<file path="src/rtl/program_image_loader_pkg.sv">
`default_nettype none
// ----------------------------------------------------------------------------
// program_image_loader_pkg - shared types and segment bases for the boot loader
// rev 1.0
// ----------------------------------------------------------------------------
package program_image_loader_pkg;

  localparam int unsigned PHYS_ADDR_W = 21;

  localparam logic [PHYS_ADDR_W-1:0] CODE_SEGMENT_START = 21'h00_1000;
  localparam logic [PHYS_ADDR_W-1:0] DATA_SEGMENT_START = 21'h01_0000;

  typedef enum logic [2:0] {
    IDLE      = 3'd0,
    CODE_FILL = 3'd1,
    CODE_WR   = 3'd2,
    DATA_FILL = 3'd3,
    DATA_WR   = 3'd4,
    DONE      = 3'd5,
    ERROR     = 3'd6
  } loader_state_t;

  typedef struct packed {
    logic [PHYS_ADDR_W-1:0] addr;
    logic [63:0]            data;
    logic [7:0]             mask;
  } MemWriteReq;

endpackage
`default_nettype wire

</file>
<file path="src/rtl/program_image_loader_byte_word_packer.sv">
`default_nettype none
// ----------------------------------------------------------------------------
// byte_word_packer - gathers bytes into a little-endian 64-bit word with lane mask
// rev 1.0
// ----------------------------------------------------------------------------
module byte_word_packer (
  input  logic        clk_i,
  input  logic        reset_i,
  input  logic        load_i,
  input  logic [7:0]  byte_i,
  input  logic        clear_i,
  output logic [3:0]  idx_o,
  output logic [63:0] data_o,
  output logic [7:0]  mask_o
);

  logic [3:0]  idx_q,  idx_d;
  logic [63:0] data_q, data_d;
  logic [7:0]  mask_q, mask_d;

  always_comb begin
    idx_d  = idx_q;
    data_d = data_q;
    mask_d = mask_q;
    if (clear_i) begin
      idx_d  = '0;
      data_d = '0;
      mask_d = '0;
    end else if (load_i) begin
      data_d[{idx_q[2:0], 3'b000} +: 8] = byte_i;
      mask_d[idx_q[2:0]]                = 1'b1;
      idx_d                             = idx_q + 4'd1;
    end
  end

  always_ff @(posedge clk_i or posedge reset_i) begin
    if (reset_i) begin
      idx_q  <= '0;
      data_q <= '0;
      mask_q <= '0;
    end else begin
      idx_q  <= idx_d;
      data_q <= data_d;
      mask_q <= mask_d;
    end
  end

  assign idx_o  = idx_q;
  assign data_o = data_q;
  assign mask_o = mask_q;

endmodule
`default_nettype wire

</file>
<file path="src/rtl/program_image_loader.sv">
`default_nettype none
// ----------------------------------------------------------------------------
// program_image_loader - streams boot code/data images into DRAM, then releases
// the core. rev 1.0
// ----------------------------------------------------------------------------
module program_image_loader
  import program_image_loader_pkg::*;
#(
  parameter int unsigned       ADDR_W    = PHYS_ADDR_W,
  parameter logic [ADDR_W-1:0] CODE_BASE = ADDR_W'(CODE_SEGMENT_START),
  parameter logic [ADDR_W-1:0] DATA_BASE = ADDR_W'(DATA_SEGMENT_START),
  parameter int unsigned       SEG_BYTES = 32768
) (
  input  logic              clk_i,
  input  logic              reset_i,
  input  logic              start_i,
  input  logic              in_valid_i,
  output logic              in_ready_o,
  input  logic [7:0]        in_byte_i,
  input  logic              in_last_i,
  input  logic              in_empty_i,
  output logic              mem_wr_valid_o,
  input  logic              mem_wr_ready_i,
  output logic [ADDR_W-1:0] mem_wr_addr_o,
  output logic [63:0]       mem_wr_data_o,
  output logic [7:0]        mem_wr_mask_o,
  output logic              busy_o,
  output logic              done_o,
  output logic              error_o,
  output logic              core_run_o
);

  localparam int unsigned CNT_W = $clog2(SEG_BYTES + 1);

  loader_state_t     state_q, state_d;
  logic [ADDR_W-1:0] addr_q,  addr_d;
  logic [CNT_W-1:0]  cnt_q,   cnt_d;
  logic              last_q,  last_d;

  logic [3:0] idx;
  logic       fill, wr, beat, empty_last, overflow, load, ack;

  assign fill       = (state_q == CODE_FILL) || (state_q == DATA_FILL);
  assign wr         = (state_q == CODE_WR)   || (state_q == DATA_WR);
  assign beat       = fill && in_valid_i;
  assign empty_last = in_last_i && in_empty_i;
  assign overflow   = beat && !empty_last && (cnt_q == CNT_W'(SEG_BYTES));
  assign load       = beat && !empty_last && !overflow;
  assign ack        = wr && mem_wr_ready_i;

  byte_word_packer u_packer (
    .clk_i   (clk_i),
    .reset_i (reset_i),
    .load_i  (load),
    .byte_i  (in_byte_i),
    .clear_i (ack),
    .idx_o   (idx),
    .data_o  (mem_wr_data_o),
    .mask_o  (mem_wr_mask_o)
  );

  always_comb begin
    state_d = state_q;
    addr_d  = addr_q;
    cnt_d   = cnt_q;
    last_d  = last_q;
    unique case (state_q)
      IDLE: begin
        if (start_i) begin
          state_d = CODE_FILL;
          addr_d  = CODE_BASE;
          cnt_d   = '0;
          last_d  = 1'b0;
        end
      end
      CODE_FILL, DATA_FILL: begin
        if (overflow) begin
          state_d = ERROR;
        end else if (beat && empty_last && (idx == 4'd0)) begin
          // Nothing buffered: skip the write and move straight on.
          if (state_q == CODE_FILL) begin
            state_d = DATA_FILL;
            addr_d  = DATA_BASE;
            cnt_d   = '0;
          end else begin
            state_d = DONE;
          end
        end else if (beat) begin
          if (load) cnt_d = cnt_q + CNT_W'(1);
          last_d = in_last_i;
          if (in_last_i || (idx == 4'd7)) begin
            if (state_q == CODE_FILL) state_d = CODE_WR;
            else                      state_d = DATA_WR;
          end
        end
      end
      CODE_WR, DATA_WR: begin
        if (mem_wr_ready_i) begin
          addr_d = addr_q + ADDR_W'(8);
          if (!last_q) begin
            if (state_q == CODE_WR) state_d = CODE_FILL;
            else                    state_d = DATA_FILL;
          end else begin
            last_d = 1'b0;
            if (state_q == CODE_WR) begin
              state_d = DATA_FILL;
              addr_d  = DATA_BASE;
              cnt_d   = '0;
            end else begin
              state_d = DONE;
            end
          end
        end
      end
      default: ;
    endcase
  end

  always_ff @(posedge clk_i or posedge reset_i) begin
    if (reset_i) begin
      state_q <= IDLE;
      addr_q  <= '0;
      cnt_q   <= '0;
      last_q  <= 1'b0;
    end else begin
      state_q <= state_d;
      addr_q  <= addr_d;
      cnt_q   <= cnt_d;
      last_q  <= last_d;
    end
  end

  assign in_ready_o     = fill;
  assign mem_wr_valid_o = wr;
  assign mem_wr_addr_o  = addr_q;
  assign busy_o         = (state_q != IDLE) && (state_q != DONE) && (state_q != ERROR);
  assign done_o         = (state_q == DONE);
  assign core_run_o     = (state_q == DONE);
  assign error_o        = (state_q == ERROR);

endmodule
`default_nettype wire
</file>
<file path="config.mk">
export PLATFORM = sky130hd
export DESIGN_NAME = program_image_loader
export DESIGN_NICKNAME = d
export VERILOG_FILES = /design/src/rtl/program_image_loader_pkg.sv /design/src/rtl/program_image_loader_byte_word_packer.sv /design/src/rtl/program_image_loader.sv
export SDC_FILE = /design/constraint.sdc
export NUM_CORES = 1
export LEC_CHECK = 0
export BUFFER_PORTS_ARGS = -buffer_cell sky130_fd_sc_hd__buf_2
export CORE_ASPECT_RATIO = 1.25
export CORE_MARGIN = 10
export CORE_UTILIZATION = 45
export CTS_CLUSTER_SIZE = 20
export DETAILED_ROUTE_END_ITERATION = 7
export PLACE_DENSITY_LB_ADDON = 0.25
export SYNTH_ARGS = -nofsm -noshare
export SYNTH_HDL_FRONTEND = slang
export SYNTH_SLANG_ARGS = --single-unit
export TNS_END_PERCENT = 20
</file>
<file path="constraint.sdc">
create_clock -name clk_i -period 5.2 [get_ports clk_i]
set_clock_uncertainty 0.2 [all_clocks]
set_input_delay 1.04 -clock clk_i [delete_from_list [all_inputs] [get_ports clk_i]]
set_output_delay 1.04 -clock clk_i [all_outputs]
set_load 0.01 [all_outputs]
</file>
==> results.sh, run 1 <==
export IMPL_outcome="finished, final reports clean"
export IMPL_fin_crit_sh=0.670
export IMPL_clk_pin_slew_ns=0.06
export IMPL_critical_path_arrival_ns=3.53
export IMPL_cp_data_required_time_ns=5.24
export IMPL_setup_tns_ns=0
export IMPL_avgSynthCellArea_sq_um=9.63
export IMPL_r2r_start="u_packer.idx_o[0]"
export IMPL_seqCellArea_sq_um=2850
export IMPL_core_area_sq_um=12300
export IMPL_fillers=1137
export IMPL_postPlaceCellArea_sq_um=6290
export IMPL_firstDrtPassIters=6
export IMPL_drive_gt1_frac=0.235
export IMPL_post_cts_buffers=0
export IMPL_cp_end_kind="flop"
export IMPL_vdd_drop_max_mv=0.322
export IMPL_finalHoldViolCount=0
export IMPL_startpoint_type="flop"
export IMPL_vias=4993
export IMPL_antenna_left=0
export IMPL_cts_tree="done"
export IMPL_grt_pass1_vias=4935
export IMPL_grt_overflow_total=0
export IMPL_p_per_area_nw_per_um2=576
export IMPL_synth_top_flop_cell="dfrtp_1"
export IMPL_ys_seq_area_frac=0.501
export IMPL_startpoint="u_packer.idx_o[0]"
export IMPL_initial_utilization=0.464
export IMPL_maxSlewHeadroom=0.209
export IMPL_grt_max_degree=80
export IMPL_ys_ff_latch=114
export IMPL_crit_path_end="u_packer.data_o[6]"
export IMPL_finalSetupViolCount=0
export IMPL_ios=114
export IMPL_grt_usage=0.180
export IMPL_holdCritPathClass="reg2reg"
export IMPL_worst_slew_pin_slew_ns=1.18
export IMPL_grt_first_pass_wirelength_microns=25900
export IMPL_clkSinkCount=114
export IMPL_rsz0062_at_grt="false"
export IMPL_netlist_area_sq_um=5690
export IMPL_p_leak_nw=3.32
export IMPL_r2r_end="u_packer.data_o[6]"
export IMPL_htree_levels=4
export IMPL_drt_vias_per_instance=5.75
export IMPL_nets=714
export IMPL_port_buffer_count=110
export IMPL_final_cell_mix="dfrtp_1 (114), buf_2 (110), nand2_1 (57)"
export IMPL_dr_first_iter_drc_count=392
export IMPL_wl_microns=15900
export IMPL_n_antenna_cell=0
export IMPL_place_congestion=0.895
export IMPL_cts_root_buf="clkbuf_16"
export IMPL_critPathKind="reg2reg"
export IMPL_rrSetupSlack_ns=1.72
export IMPL_rows=45
export IMPL_fp_dieW_microns=121
export IMPL_hpwl_microns=11300
export IMPL_yosys_warnings=0
export IMPL_stdcell_area_sq_um=6880
export IMPL_dieArea_sq_um=17600
export IMPL_final_common_cell="dfrtp_1"
export IMPL_die_y_microns=146
export IMPL_holdBufCountCts=0
export IMPL_area_growth_pct=20.8
export IMPL_wl_per_cell_microns=18.3
export IMPL_yosysUniqueCellTypes=58
export IMPL_maxSlewViolCount=0
export IMPL_max_freq_mhz=287
export IMPL_multi_input_area_sq_um=2600
export IMPL_clock_latency_ns=0.41
export IMPL_period_needed_ns=3.48
export IMPL_path_max_fanout=16
export IMPL_cts_repair_resized=0
export IMPL_syn_inst=591
export IMPL_clock_path_buffers=2
export IMPL_async_flop_share=1.00
export IMPL_antenna_found_initial=0
export IMPL_cts_buffers=17
export IMPL_maxCapViolations=0
export IMPL_synth_edff_count=0
export IMPL_r2r_cells=7
export IMPL_drcViolationCount=0
-- metal layers --
layer,routed length (microns),vias to the layer above,GRT usage
met2,8030,144,0.296
met3,1180,19,0.0671
met4,179,0,0.0593
li1,-,2363,-
met1,6490,2467,0.209
met5,0,-,0
-- through the flow --
step / util / worst slack, ns / hold WS [ns] / instances / power (W)
after floorplan: - / 0.944 / 0.286 / 593 / 0.00232
after global placement: 0.513 / 1.67 / 0.276 / 836 / 0.00279
after detailed placement: 0.513 / 1.57 / 0.275 / 836 / 0.00284
after CTS: 0.560 / 1.73 / 0.288 / 868 / 0.00399
after global routing: 0.560 / 1.35 / 0.304 / 869 / 0.00422
final: 0.560 / 1.72 / 0.282 / 869 / 0.00396
-- cells by family (layout without fill, tap and decap cells) --
kind of cell | Yosys count | in the layout | share of synthesized area
DFF | 114 | 114 | 0.501
and+or+nand+nor | 251 | 251 | 0.237
buffers and inverters | 50 | 162 | 0.0453
other | 1 | 3 | 0.000659
xor gates and xnor gates | 4 | 4 | 0.00615
AOI/OAI and AO/OA | 138 | 138 | 0.149
muxes | 26 | 26 | 0.0457
adders and majority gates | 7 | 7 | 0.0154
-- sequential cells by signal, indices dropped and copies added (netlist names) --
name / cells
u_packer.data_o: 64
mem_wr_addr_o: 18
cnt_q: 16
u_packer.mask_o: 8
u_packer.idx_o: 4
state_q: 3
last_q: 1
-- critical path, stage by stage, from the launching register on --
cell,delay [ns]
dfrtp_1,0.61
clkinv_1,0.36
ha_1,0.34
ha_1,0.37
nor3b_1,0.20
nand2_1,0.09
nor4_2,0.90
o21ai_0,0.24
-- cell type report --
class | count | share of cell area
repair buffers | 115 | 0.0855
clock inverters | 15 | 0.0220
well taps | 164 | 0.0298
inverters | 15 | 0.00855
flip-flops and latches | 114 | 0.415
clock buffers | 17 | 0.0619
multi-input cells | 429 | 0.377
-- power by group --
group | leakage, nW | switching [W] | internal [W]
Sequential | 1.56 | 0.000227 | 0.00116
Combinational | 1.48 | 0.000926 | 0.000517
Clock | 0.279 | 0.000464 | 0.000672
-- worst min path at each step --
| stage | start | endpoint | cells after the start |
|---|---|---|---|
| 5_1_grt | u_packer.mask_o[2] | u_packer.mask_o[2] | 1 |
| 3_5_place_dp | u_packer.mask_o[2] | u_packer.mask_o[2] | 1 |
| 6_report | u_packer.mask_o[2] | u_packer.mask_o[2] | 1 |
| 3_3_place_gp | u_packer.mask_o[2] | u_packer.mask_o[2] | 1 |
| 2_1_floorplan | cnt_q[4] | cnt_q[4] | 1 |
| 4_1_cts | u_packer.mask_o[2] | u_packer.mask_o[2] | 1 |
-- Yosys cell counts, types with 2 or more instances --
cell type,instances,share of area
or2_2,2,0.0022
o31ai_1,22,0.029
o21ai_0,55,0.048
nand3b_1,3,0.0040
nor4_2,2,0.0044
nand2b_1,3,0.0033
and3_1,4,0.0044
buf_4,8,0.011
xnor2_1,4,0.0062
nor3b_1,5,0.0066
or3_1,5,0.0055
nand2_1,57,0.038
buf_2,6,0.0053
and2_1,4,0.0044
nand4_2,2,0.0044
nor2_1,50,0.033
nor4b_1,2,0.0031
and4_1,3,0.0046
nand4_1,12,0.013
o21a_1,2,0.0026
buf_6,3,0.0059
or4_1,17,0.022
dfrtp_1,114,0.50
inv_1,14,0.0092
mux2i_1,26,0.046
a21oi_1,36,0.032
clkbuf_1,17,0.011
nor3_1,16,0.014
nor4_1,3,0.0033
nand3_1,52,0.046
ha_1,7,0.015
a31oi_1,9,0.0099
(Power assumes the default switching activity.)
==> inputs of run 2 (changes only) <==
==> constraint.sdc (replaced) <==
create_clock -name clk_i -period 3.5 [get_ports clk_i]
set_clock_uncertainty 0.2 [all_clocks]
set_input_delay 0.7 -clock clk_i [delete_from_list [all_inputs] [get_ports clk_i]]
set_output_delay 0.7 -clock clk_i [all_outputs]
set_load 0.01 [all_outputs]
==> results.sh, run 2 (synthesized netlist as in run 1, its figures left out) <==
export IMPL_ios=114
export IMPL_startpoint_type="flop"
export IMPL_htree_levels=4
export IMPL_critPathKind="reg2reg"
export IMPL_p_leak_nw=3.35
export IMPL_area_growth_pct=22.1
export IMPL_critical_path_arrival_ns=3.14
export IMPL_wl_microns=15900
export IMPL_wl_per_cell_microns=18.3
export IMPL_fp_dieW_microns=121
export IMPL_antenna_left=0
export IMPL_dr_first_iter_drc_count=469
export IMPL_drive_gt1_frac=0.238
export IMPL_clk_pin_slew_ns=0.06
export IMPL_max_freq_mhz=327
export IMPL_clock_path_buffers=2
export IMPL_period_needed_ns=3.05
export IMPL_fillers=1099
export IMPL_grt_overflow_total=0
export IMPL_cp_data_required_time_ns=3.58
export IMPL_rsz0062_at_grt="false"
export IMPL_r2r_cells=8
export IMPL_grt_max_degree=115
export IMPL_power_total_w=0.00599
export IMPL_nets=718
export IMPL_setup_tns_ns=0
export IMPL_grt_first_pass_wirelength_microns=25900
export IMPL_clkSinkCount=114
export IMPL_holdCritPathClass="in2async"
export IMPL_vdd_drop_max_mv=0.524
export IMPL_n_antenna_cell=0
export IMPL_firstDrtPassIters=5
export IMPL_cp_end_kind="flop"
export IMPL_outcome="finished, final reports clean"
export IMPL_core_area_sq_um=12300
export IMPL_grt_pass1_vias=4979
export IMPL_fin_crit_sh=0.873
export IMPL_port_buffer_count=110
export IMPL_final_common_cell="dfrtp_1"
export IMPL_rows=45
export IMPL_r2r_start="u_packer.idx_o[0]"
export IMPL_largest_reg_flops=64
export IMPL_dieArea_sq_um=17600
export IMPL_initial_utilization=0.464
export IMPL_post_cts_buffers=0
export IMPL_clock_latency_ns=0.41
export IMPL_vias=5089
export IMPL_cts_root_buf="clkbuf_16"
export IMPL_fin_util=0.566
export IMPL_worst_slew_pin_slew_ns=0.754
export IMPL_cts_tree="done"
export IMPL_rrSetupSlack_ns=0.45
export IMPL_place_congestion=0.874
export IMPL_p_per_area_nw_per_um2=862
export IMPL_die_y_microns=146
export IMPL_grt_usage=0.180
export IMPL_cts_buffers=17
export IMPL_holdBufCountCts=0
export IMPL_r2r_end="u_packer.data_o[52]"
export IMPL_antenna_found_initial=0
export IMPL_maxCapViolations=0
export IMPL_drt_vias_per_instance=5.83
export IMPL_drcViolationCount=0
export IMPL_setup_ws_ns=0.445
export IMPL_path_max_fanout=12
export IMPL_finalHoldViolCount=0
export IMPL_maxSlewViolCount=0
export IMPL_cts_repair_resized=0
export IMPL_finalSetupViolCount=0
export IMPL_final_cell_mix="dfrtp_1 (114), buf_2 (110), nand2_1 (57)"
export IMPL_hpwl_microns=11200
export IMPL_dp_slack_ns=0.435
export IMPL_maxSlewHeadroom=0.493
[run 2: cell types whose count changed in the layout (fill, tap and decap cells not counted)]
cell        previous run  this run
inv_8                  2         0
clkbuf_4               1         0
bufinv_16              1         3
buf_12                 0         1
inv_6                  5         3
buf_4                  4         8
clkinvlp_4             2         4
inv_4                  1         0
clkbuf_1               0         1
[run 2: worst max path at each step]
stage / from / end / slack [ns] / cells after the start
after global placement: u_packer.idx_o[0] / u_packer.data_o[34] / 0.54 / 7
final: u_packer.idx_o[0] / u_packer.data_o[52] / 0.45 / 8
after floorplan: in_empty_i / u_packer.data_o[32] / 1.05 / 7
after global routing: u_packer.idx_o[0] / u_packer.data_o[34] / 0.18 / 8
after detailed placement: u_packer.idx_o[0] / u_packer.data_o[37] / 0.44 / 7
after CTS: u_packer.idx_o[0] / u_packer.data_o[48] / 0.44 / 8
[run 2: area by class of cell]
cell class / count / area [sq um] / area share
well taps: 164 / 205 / 0.0295
inverters: 15 / 60.1 / 0.00864
clock buffers: 18 / 429 / 0.0617
multi-input cells: 429 / 2600 / 0.373
clock inverters: 14 / 179 / 0.0257
repair buffers: 119 / 631 / 0.0907
flip-flops and latches: 114 / 2850 / 0.410
[run 2: critical path, stage by stage, from the launching register on]
cell	delay, ns
dfrtp_1	0.61
clkinv_1	0.36
ha_1	0.34
ha_1	0.23
nand2b_1	0.19
nor3_1	0.27
nand4_2	0.39
mux2i_1	0.27
nor2_1	0.06
[run 2: through the flow]
step                cells  cell area, sq um  hold WS, ns
floorplan             593              5710        0.286
global placement      841              6340        0.275
detailed placement    841              6340        0.290
CTS                   873              6950        0.290
global route          873              6950        0.309
finish                873              6950        0.243
[run 2: metal layers]
metal	wire, microns	part of all wire	track usage
met2	7970	0.50	0.300
met4	208	0.013	0.0490
met3	1310	0.082	0.0682
met1	6450	0.40	0.211
met5	0	0	0
[run 2: power breakdown]
part,internal (W),switching [W],total [W]
Clock,0.00113,0.000656,0.00178
Combinational,0.000782,0.00137,0.00215
Sequential,0.00172,0.000338,0.00206
==> inputs of run 3 (changes only) <==
--- a/config.mk
+++ b/config.mk
@@ -8,7 +8,7 @@
 export BUFFER_PORTS_ARGS = -buffer_cell sky130_fd_sc_hd__buf_2
 export CORE_ASPECT_RATIO = 1.25
 export CORE_MARGIN = 10
-export CORE_UTILIZATION = 45
+export CORE_UTILIZATION = 55
 export CTS_CLUSTER_SIZE = 20
 export DETAILED_ROUTE_END_ITERATION = 7
 export PLACE_DENSITY_LB_ADDON = 0.25
==> constraint.sdc (replaced) <==
create_clock -name clk_i -period 3.5 [get_ports clk_i]
set_clock_uncertainty 0.2 [all_clocks]
set_input_delay 0.7 -clock clk_i [delete_from_list [all_inputs] [get_ports clk_i]]
set_output_delay 0.7 -clock clk_i [all_outputs]
set_load 0.02 [all_outputs]
==> results.sh, run 3 (synthesized netlist as in run 1, its figures left out) <==
export IMPL_fin_crit_sh=0.889
export IMPL_p_seq_frac=0.327
export IMPL_hold_depth=2
export IMPL_holdBufCountCts=1
export IMPL_final_cells=841
export IMPL_cts_repair_resized=0
export IMPL_area_growth_pct=21.9
export IMPL_r2r_cells=7
export IMPL_clk_pin_slew_ns=0.06
export IMPL_htree_levels=4
export IMPL_cts_tree="done"
export IMPL_switching_power_w=0.00261
export IMPL_cp_num_cells=7
export IMPL_ios=114
export IMPL_dr_first_iter_drc_count=340
export IMPL_path_max_fanout=12
export IMPL_fillers=800
export IMPL_nets=721
export IMPL_dieArea_sq_um=14800
export IMPL_final_common_cell="dfrtp_1"
export IMPL_clock_latency_ns=0.41
export IMPL_crit_buf_inv=1
export IMPL_initial_utilization=0.563
export IMPL_rsz0062_at_grt="false"
export IMPL_finalHoldViolCount=0
export IMPL_hpwl_microns=11100
export IMPL_setup_tns_ns=0
export IMPL_slowest_stage="dfrtp_1"
export IMPL_n_antenna_cell=0
export IMPL_die_y_microns=134
export IMPL_antenna_left=0
export IMPL_worstPathCellList="clkinv_1, ha_1, ha_1, nand3b_1, nor4_4, mux2i_1, nor2_1"
export IMPL_grt_usage=0.209
export IMPL_largest_reg_flops=64
export IMPL_seqCellArea_sq_um=2850
export IMPL_grt_max_degree=73
export IMPL_antenna_found_initial=0
export IMPL_startpoint_type="flop"
export IMPL_grt_overflow_total=0
export IMPL_finalSetupViolCount=0
export IMPL_wl_microns=15500
export IMPL_cpMostUsedCell="ha_1"
export IMPL_slowest_delay_ns=0.63
export IMPL_vias=5031
export IMPL_maxSlewHeadroom=0.485
export IMPL_cts_buffers=17
export IMPL_clock_path_buffers=2
export IMPL_postPlaceCellArea_sq_um=6320
export IMPL_vdd_drop_max_mv=0.646
export IMPL_swShare=0.416
export IMPL_p_per_area_nw_per_um2=906
export IMPL_drcViolationCount=0
export IMPL_period_needed_ns=3.11
export IMPL_pwr_share_comb=0.389
export IMPL_holdCritPathClass="reg2reg"
export IMPL_cp_end_kind="flop"
export IMPL_place_congestion=0.864
export IMPL_grt_pass1_vias=5011
export IMPL_dp_cells=808
export IMPL_multi_input_area_sq_um=2600
export IMPL_critical_path_arrival_ns=3.19
export IMPL_clkSinkCount=114
export IMPL_rrSetupSlack_ns=0.39
export IMPL_drt_vias_per_instance=5.98
export IMPL_worst_slew_pin_slew_ns=0.766
export IMPL_max_freq_mhz=321
export IMPL_port_buffer_count=110
export IMPL_core_area_sq_um=10100
export IMPL_grt_first_pass_wirelength_microns=25700
export IMPL_final_cell_mix="dfrtp_1 (114), buf_2 (110), nand2_1 (57)"
export IMPL_cts_root_buf="clkbuf_16"
export IMPL_stdcell_area_sq_um=6940
export IMPL_firstDrtPassIters=4
export IMPL_p_int_w=0.00367
export IMPL_maxCapViolations=0
export IMPL_cp_data_required_time_ns=3.58
export IMPL_p_leak_nw=3.36
export IMPL_fp_dieW_microns=111
export IMPL_critPathKind="reg2reg"
export IMPL_cp_top_family="simple AND/OR/NAND/NOR gates"
export IMPL_maxSlewViolCount=0
export IMPL_drive_gt1_frac=0.239
export IMPL_outcome="finished, final reports clean"
export IMPL_rows=41
export IMPL_post_cts_buffers=0
export IMPL_wl_per_cell_microns=18.4
export IMPL_p_clk_frac=0.285
==> run 3: power groups by stage <==
stage               registers, W  clock network (W)  logic [W]
global route             0.00211            0.00188    0.00267
finish                   0.00205            0.00179    0.00244
floorplan                0.00239                  0    0.00134
global placement         0.00203                  0    0.00239
detailed placement       0.00206                  0    0.00245
CTS                      0.00205            0.00181    0.00247
==> run 3: final cells by class <==
cell class	instances	area share
Sequential cell	114	0.411
Clock buffer	21	0.0664
Inverter	15	0.00865
Tap cell	129	0.0233
Multi-Input combinational cell	429	0.374
Clock inverter	11	0.0220
Timing Repair Buffer	122	0.0945
==> run 3: metal layers <==
metal	track usage	vias up	wire length, microns
li1	-	2373	-
met2	0.358	157	8000
met4	0.0672	0	208
met1	0.234	2484	6080
met3	0.0777	17	1180
met5	0	-	0
==> run 3: path summary, 6_finish.rpt <==
kind | endpoint | startpoint
max | u_packer.data_o[39] | u_packer.idx_o[0]
min | u_packer.mask_o[3] | u_packer.mask_o[3]
min reg2reg | u_packer.mask_o[3] | u_packer.mask_o[3]
min in group asynchronous | mem_wr_addr_o[4] | reset_i
max in group asynchronous | cnt_q[1] | reset_i
max reg2reg | u_packer.data_o[39] | u_packer.idx_o[0]
==> run 3: per-stage QoR <==
step | hold slack (ns) | power (W) | setup slack [ns] | utilization
finish | 0.299 | 0.00629 | 0.389 | 0.687
CTS | 0.300 | 0.00632 | 0.404 | 0.687
global route | 0.330 | 0.00666 | 0.118 | 0.687
global placement | 0.275 | 0.00442 | 0.595 | 0.625
floorplan | 0.286 | 0.00374 | 1.05 | -
detailed placement | 0.288 | 0.00451 | 0.426 | 0.625
==> run 3: worst register-to-register path, delay by kind of cell, from the launching register on <==
family | cells | cell delay [ns]
buffers and inverters | 1 | 0.36
and+or+nand+nor | 3 | 0.77
DFF | 1 | 0.63
muxes | 1 | 0.29
adders and majority gates | 2 | 0.74
